==> config.mk <==
export PLATFORM = sky130hd
export DESIGN_NAME = goal_referee
export DESIGN_NICKNAME = d
export VERILOG_FILES = /design/src/rtl/goal_referee.sv
export SDC_FILE = /design/constraint.sdc
export NUM_CORES = 1
export LEC_CHECK = 0
export CORE_MARGIN = 2
export CORE_UTILIZATION = 55
export DETAILED_ROUTE_END_ITERATION = 8
export PLACE_DENSITY = 0.83
export SKIP_LAST_GASP = 1
export SLEW_MARGIN = 20
export SYNTH_ARGS = -nofsm -noshare
export SYNTH_HDL_FRONTEND = slang
export SYNTH_SLANG_ARGS = --single-unit
export TNS_END_PERCENT = 5
==> constraint.sdc <==
create_clock -name clk -period 4.25 [get_ports clk]
set_clock_uncertainty 0.2 [all_clocks]
set_input_delay 1.0625 -clock clk [delete_from_list [all_inputs] [get_ports clk]]
set_output_delay 1.0625 -clock clk [all_outputs]
set_load 0.01 [all_outputs]
==> src/rtl/goal_referee.sv <==
// rtl/goal_referee.sv - goal hoop detection, per-team scoring and match control
module goal_referee #(
    parameter int BALL_RADIUS = 10,
    parameter int GOAL_RADIUS = 30,
    parameter int GOAL_Y_RED  = 100,
    parameter int GOAL_Y_BLUE = 450,
    parameter int GOAL_X0     = 300,
    parameter int GOAL_X1     = 400,
    parameter int GOAL_X2     = 500,
    parameter int WIN_SCORE   = 5,
    parameter int HOLD_CYCLES = 1000
) (
    input  logic       clk,
    input  logic       rst_n,
    input  logic [9:0] ball_x,
    input  logic [9:0] ball_y,
    input  logic       game_on,
    input  logic       new_game,
    output logic [3:0] score_team1,
    output logic [3:0] score_team2,
    output logic       goal_team1,
    output logic       goal_team2,
    output logic       game_over,
    output logic [1:0] winner
);
    localparam logic [22:0] THRESH =
        23'((GOAL_RADIUS - BALL_RADIUS) * (GOAL_RADIUS - BALL_RADIUS));
    localparam int              CW        = (HOLD_CYCLES > 1) ? $clog2(HOLD_CYCLES) : 1;
    localparam logic [CW-1:0]   HOLD_LOAD = CW'(HOLD_CYCLES - 1);
    localparam logic [3:0]      WIN       = 4'(WIN_SCORE);
    localparam logic signed [10:0] X0 = 11'(GOAL_X0);
    localparam logic signed [10:0] X1 = 11'(GOAL_X1);
    localparam logic signed [10:0] X2 = 11'(GOAL_X2);
    localparam logic signed [10:0] YR = 11'(GOAL_Y_RED);
    localparam logic signed [10:0] YB = 11'(GOAL_Y_BLUE);

    typedef enum logic [1:0] {S_IDLE, S_PLAY, S_HOLD, S_OVER} state_t;

    state_t        state_q;
    logic [CW-1:0] hold_cnt_q;
    logic [3:0]    score1_q, score2_q;
    logic [3:0]    score1_d, score2_d;
    logic          goal1_q, goal2_q, over_q;
    logic [1:0]    winner_q;
    logic          in_red, in_blue;

    function automatic logic in_hoop(input logic [9:0] x, input logic [9:0] y,
                                     input logic signed [10:0] cx,
                                     input logic signed [10:0] cy);
        logic signed [10:0] dx, dy;
        logic signed [21:0] dxw, dyw;
        logic [21:0]        sx, sy;
        logic [22:0]        sum;
        dx  = $signed({1'b0, x}) - cx;
        dy  = $signed({1'b0, y}) - cy;
        dxw = 22'(dx);
        dyw = 22'(dy);
        sx  = $unsigned(dxw * dxw);
        sy  = $unsigned(dyw * dyw);
        sum = {1'b0, sx} + {1'b0, sy};
        return sum < THRESH;
    endfunction

    assign in_red  = in_hoop(ball_x, ball_y, X0, YR) | in_hoop(ball_x, ball_y, X1, YR)
                   | in_hoop(ball_x, ball_y, X2, YR);
    assign in_blue = in_hoop(ball_x, ball_y, X0, YB) | in_hoop(ball_x, ball_y, X1, YB)
                   | in_hoop(ball_x, ball_y, X2, YB);

    assign score1_d = score1_q + 4'd1;
    assign score2_d = score2_q + 4'd1;

    always_ff @(posedge clk or negedge rst_n) begin
        if (!rst_n) begin
            state_q    <= S_IDLE;
            hold_cnt_q <= '0;
            score1_q   <= 4'd0;
            score2_q   <= 4'd0;
            goal1_q    <= 1'b0;
            goal2_q    <= 1'b0;
            over_q     <= 1'b0;
            winner_q   <= 2'b00;
        end else begin
            goal1_q <= 1'b0;
            goal2_q <= 1'b0;
            if (new_game) begin
                state_q    <= S_IDLE;
                hold_cnt_q <= '0;
                score1_q   <= 4'd0;
                score2_q   <= 4'd0;
                over_q     <= 1'b0;
                winner_q   <= 2'b00;
            end else begin
                case (state_q)
                    S_IDLE: if (game_on) state_q <= S_PLAY;
                    S_PLAY: begin
                        // Blue row wins a simultaneous hit; pausing play suppresses scoring.
                        if (!game_on) begin
                            state_q <= S_IDLE;
                        end else if (in_blue) begin
                            score2_q <= score2_d;
                            goal2_q  <= 1'b1;
                            if (score2_d == WIN) begin
                                state_q  <= S_OVER;
                                over_q   <= 1'b1;
                                winner_q <= 2'b10;
                            end else begin
                                state_q    <= S_HOLD;
                                hold_cnt_q <= HOLD_LOAD;
                            end
                        end else if (in_red) begin
                            score1_q <= score1_d;
                            goal1_q  <= 1'b1;
                            if (score1_d == WIN) begin
                                state_q  <= S_OVER;
                                over_q   <= 1'b1;
                                winner_q <= 2'b01;
                            end else begin
                                state_q    <= S_HOLD;
                                hold_cnt_q <= HOLD_LOAD;
                            end
                        end
                    end
                    S_HOLD: begin
                        if (!game_on) begin
                            state_q <= S_IDLE;
                        end else if (hold_cnt_q != '0) begin
                            hold_cnt_q <= hold_cnt_q - CW'(1);
                        end else if (!in_red && !in_blue) begin
                            state_q <= S_PLAY;
                        end
                    end
                    S_OVER: state_q <= S_OVER;
                    default: state_q <= S_IDLE;
                endcase
            end
        end
    end

    assign score_team1 = score1_q;
    assign score_team2 = score2_q;
    assign goal_team1  = goal1_q;
    assign goal_team2  = goal2_q;
    assign game_over   = over_q;
    assign winner      = winner_q;
endmodule

==> flow_metrics.env <==
export IMPL_status="finished with violations"
export IMPL_violations="setup timing"
export IMPL_path_depth=37
export IMPL_syn_instance_count=3372
export IMPL_wl_met1_um=34750
export IMPL_cts_sinks=25
export IMPL_ys_top_cells_by_count="806 x inv_1, 519 x fa_1, 363 x ha_1, 240 x nor2_1, 207 x nand2_1"
export IMPL_synthesis_area_mm2=0.02856
export IMPL_hold_viol_final=0
export IMPL_firstDrtPassIters=6
export IMPL_yosysWarnings=0
export IMPL_critical_path_endpoint="score_team1[3]"
export IMPL_grt_max_degree=26
export IMPL_clk_pin_slew_ns=0.06
export IMPL_num_rows=83
export IMPL_drive_gt1_share_pct=29.09
export IMPL_maxCapViolCount=0
export IMPL_overflow=0
export IMPL_worst_slew_pin_slew_ns=1.003
export IMPL_criticalPathCategory="in2reg"
export IMPL_reg2reg_depth=10
export IMPL_slowest_delay_ns=0.60
export IMPL_dpl_cell_area_mm2=0.03712
export IMPL_num_vias=28800
export IMPL_worstSetupEndpointType="flop"
export IMPL_clk_latency_ns=0.26
export IMPL_dp_hpwl_um=76240
export IMPL_critPathLaunch="ball_y[3]"
export IMPL_r2r_end="hold_cnt_q[7]"
export IMPL_min_period_ns=9.993
export IMPL_gp_congestion=1.026
export IMPL_cts_made_buffers=3
export IMPL_dr_max_layer_used="met4"
export IMPL_track_usage_pct=36.51
export IMPL_final_area_mm2=0.03855
export IMPL_route_met3_wl_um=7402
export IMPL_ys_ff_latch=25
export IMPL_core_area_mm2=0.05130
export IMPL_initial_utilization_pct=55.67
export IMPL_required_ns=4.20
export IMPL_viasPerCell=5.754
export IMPL_synth_edff_count=0
export IMPL_period_share_pct=235.1
export IMPL_antenna_found_initial=0
export IMPL_min_path_type="reg2reg"
export IMPL_syn_area_per_cell_um2=8.469
export IMPL_wl_met2_um=47520
export IMPL_max_slew_margin_rel_pct=32.65
export IMPL_drtIter0Drc=2260
export IMPL_setup_viol=25
export IMPL_synth_nets=4278
export IMPL_rsz0062_at_grt="true"
export IMPL_synth_most_common_cell="inv_1"
export IMPL_grt_pass1_vias=31850
export IMPL_grt_pass1_wl_um=156400
export IMPL_synth_top_cell_by_area="fa_1"
export IMPL_worstPathMaxFanout=4
export IMPL_cts_path_max_buffers=2
export IMPL_ys_types=98
export IMPL_synth_ff_type="dfrtp_1"
export IMPL_crit_buf_inv=9
export IMPL_synth_area_leaders="fa_1 36%, ha_1 16%, inv_1 11%, xnor2_1 4.3%, nor2_1 3.2%"
export IMPL_die_h_um=231.9
export IMPL_max_freq_mhz=100.1
export IMPL_drc_errors=0
export IMPL_h_tree_depth=1
export IMPL_cp_top_family="adder cells"
export IMPL_netlist_area_leader_share_pct=36.38
export IMPL_dieWidth_um=231.9
export IMPL_slowest_stage="fa_1"
export IMPL_ys_seq_area_share_pct=2.191
export IMPL_cts_tree="done"
export IMPL_crit_top_cell="fa_1"
export IMPL_slew_viol_final=0
export IMPL_dieArea_mm2=0.05376
export IMPL_io_pins=37
export IMPL_drt_total_wl_um=97210
export IMPL_cts_hold_buffers=0
export IMPL_r2r_slack_ns=1.16
export IMPL_portBuffers=36
export IMPL_nets=5231
export IMPL_nFillCells=3188
export IMPL_antenna_left=0
export IMPL_syn2layout_area_growth_pct=34.98
export IMPL_crit_arrival_ns=9.94
export IMPL_crit_path_start_kind="input port"
export IMPL_root_buffer="clkbuf_16"
export IMPL_timing_final_ws_setup_ns=-5.743
export IMPL_r2r_start="hold_cnt_q[0]"
export IMPL_async_flop_share_pct=100.0
export IMPL_wl_per_cell_um=19.42
-- tightest hold or removal path, cell delays in order (launching register included) --
cell and delay, ns:
dfrtp_1 0.38, nand2_1 0.06, o31ai_1 0.05
-- repair_timing --
item | CTS | global route
pin swaps | 113 | 19
endpoints found under the setup margin | 25 | 25
setup buffers | 49 | 7
resized for setup | 204 | 30
-- layer usage --
metal | up-vias | GRT usage [%]
met4 | 0 | 23.86
met5 | - | 0
met2 | 1464 | 63.00
li1 | 12690 | -
met1 | 14050 | 41.76
met3 | 595 | 6.225
-- worst min path at each step --
| stage | start | to | slack [ns] | cells past startpoint |
|---|---|---|---|---|
| after floorplan | hold_cnt_q[9] | hold_cnt_q[9] | 0.26 | 2 |
| after global placement | hold_cnt_q[9] | hold_cnt_q[9] | 0.29 | 2 |
| after detailed placement | hold_cnt_q[9] | hold_cnt_q[9] | 0.31 | 2 |
| after CTS | hold_cnt_q[9] | hold_cnt_q[9] | 0.32 | 2 |
| after global routing | hold_cnt_q[0] | hold_cnt_q[0] | 0.37 | 1 |
| final | hold_cnt_q[9] | hold_cnt_q[9] | 0.32 | 2 |
-- registers in the layout (all words and copies together), names as in the netlist --
name and flops:
goal_team2 1, hold_cnt_q 10, game_over 1, score_team2 4, winner 2, state_q 2
goal_team1 1, score_team1 4
-- area by class of cell --
class	count	area, um2	area share (%)
sequential	25	625.6	1.623
clock buffer	4	78.83	0.2045
antenna	1	2.502	0.006492
inverter	814	3103	8.050
tap	680	850.8	2.207
multi-input combinational	2476	26120	67.77
timing repair buffer	1005	7764	20.14
-- per-stage QoR --
step	util (%)	TNS (ns)	instances	setup slack, ns	hold slack, ns
after floorplan	-	-122.43	3372	-5.000	0.2642
after global routing	75.13	-146.42	5004	-5.979	0.3684
final	75.14	-139.14	5005	-5.743	0.3231
after global placement	72.35	-148.06	4945	-6.114	0.2910
after CTS	74.74	-131.40	4997	-5.325	0.3200
after detailed placement	72.35	-155.44	4945	-6.421	0.3068
-- logic make-up after synthesis --
logic type / count (synthesis) / synth area share, %
fa+ha+maj: 882 / 52.29
xor+xnor: 194 / 5.976
flops: 25 / 2.191
buf+inv: 871 / 11.52
simple gates: 789 / 13.54
mux: 24 / 0.8850
compound gates: 587 / 13.60
-- cells in the final DEF (no fill, tap or decap), types with 16 or more instances in the layout --
cell type,instances
o21ai_1,21
dfrtp_1,25
inv_1,780
nand2b_1,45
nand4_1,19
nor2_2,22
a31oi_1,22
o21a_1,25
nor2b_1,21
a211oi_1,20
and3_1,18
xor2_1,45
nand2_1,194
ha_4,25
nor3_1,35
xnor2_1,112
clkdlybuf4s50_1,22
nor2_1,215
a21o_1,57
nand3_1,46
o211ai_1,21
ha_1,335
xnor2_2,23
o31ai_1,16
a21oi_2,26
o21ai_0,84
a21oi_1,142
fa_1,512
inv_2,23
and2_1,46
buf_4,948
Power is left out: the tool's default activity adds up to more than one toggle a clock period on the data nets, which glitch-free logic cannot reach.
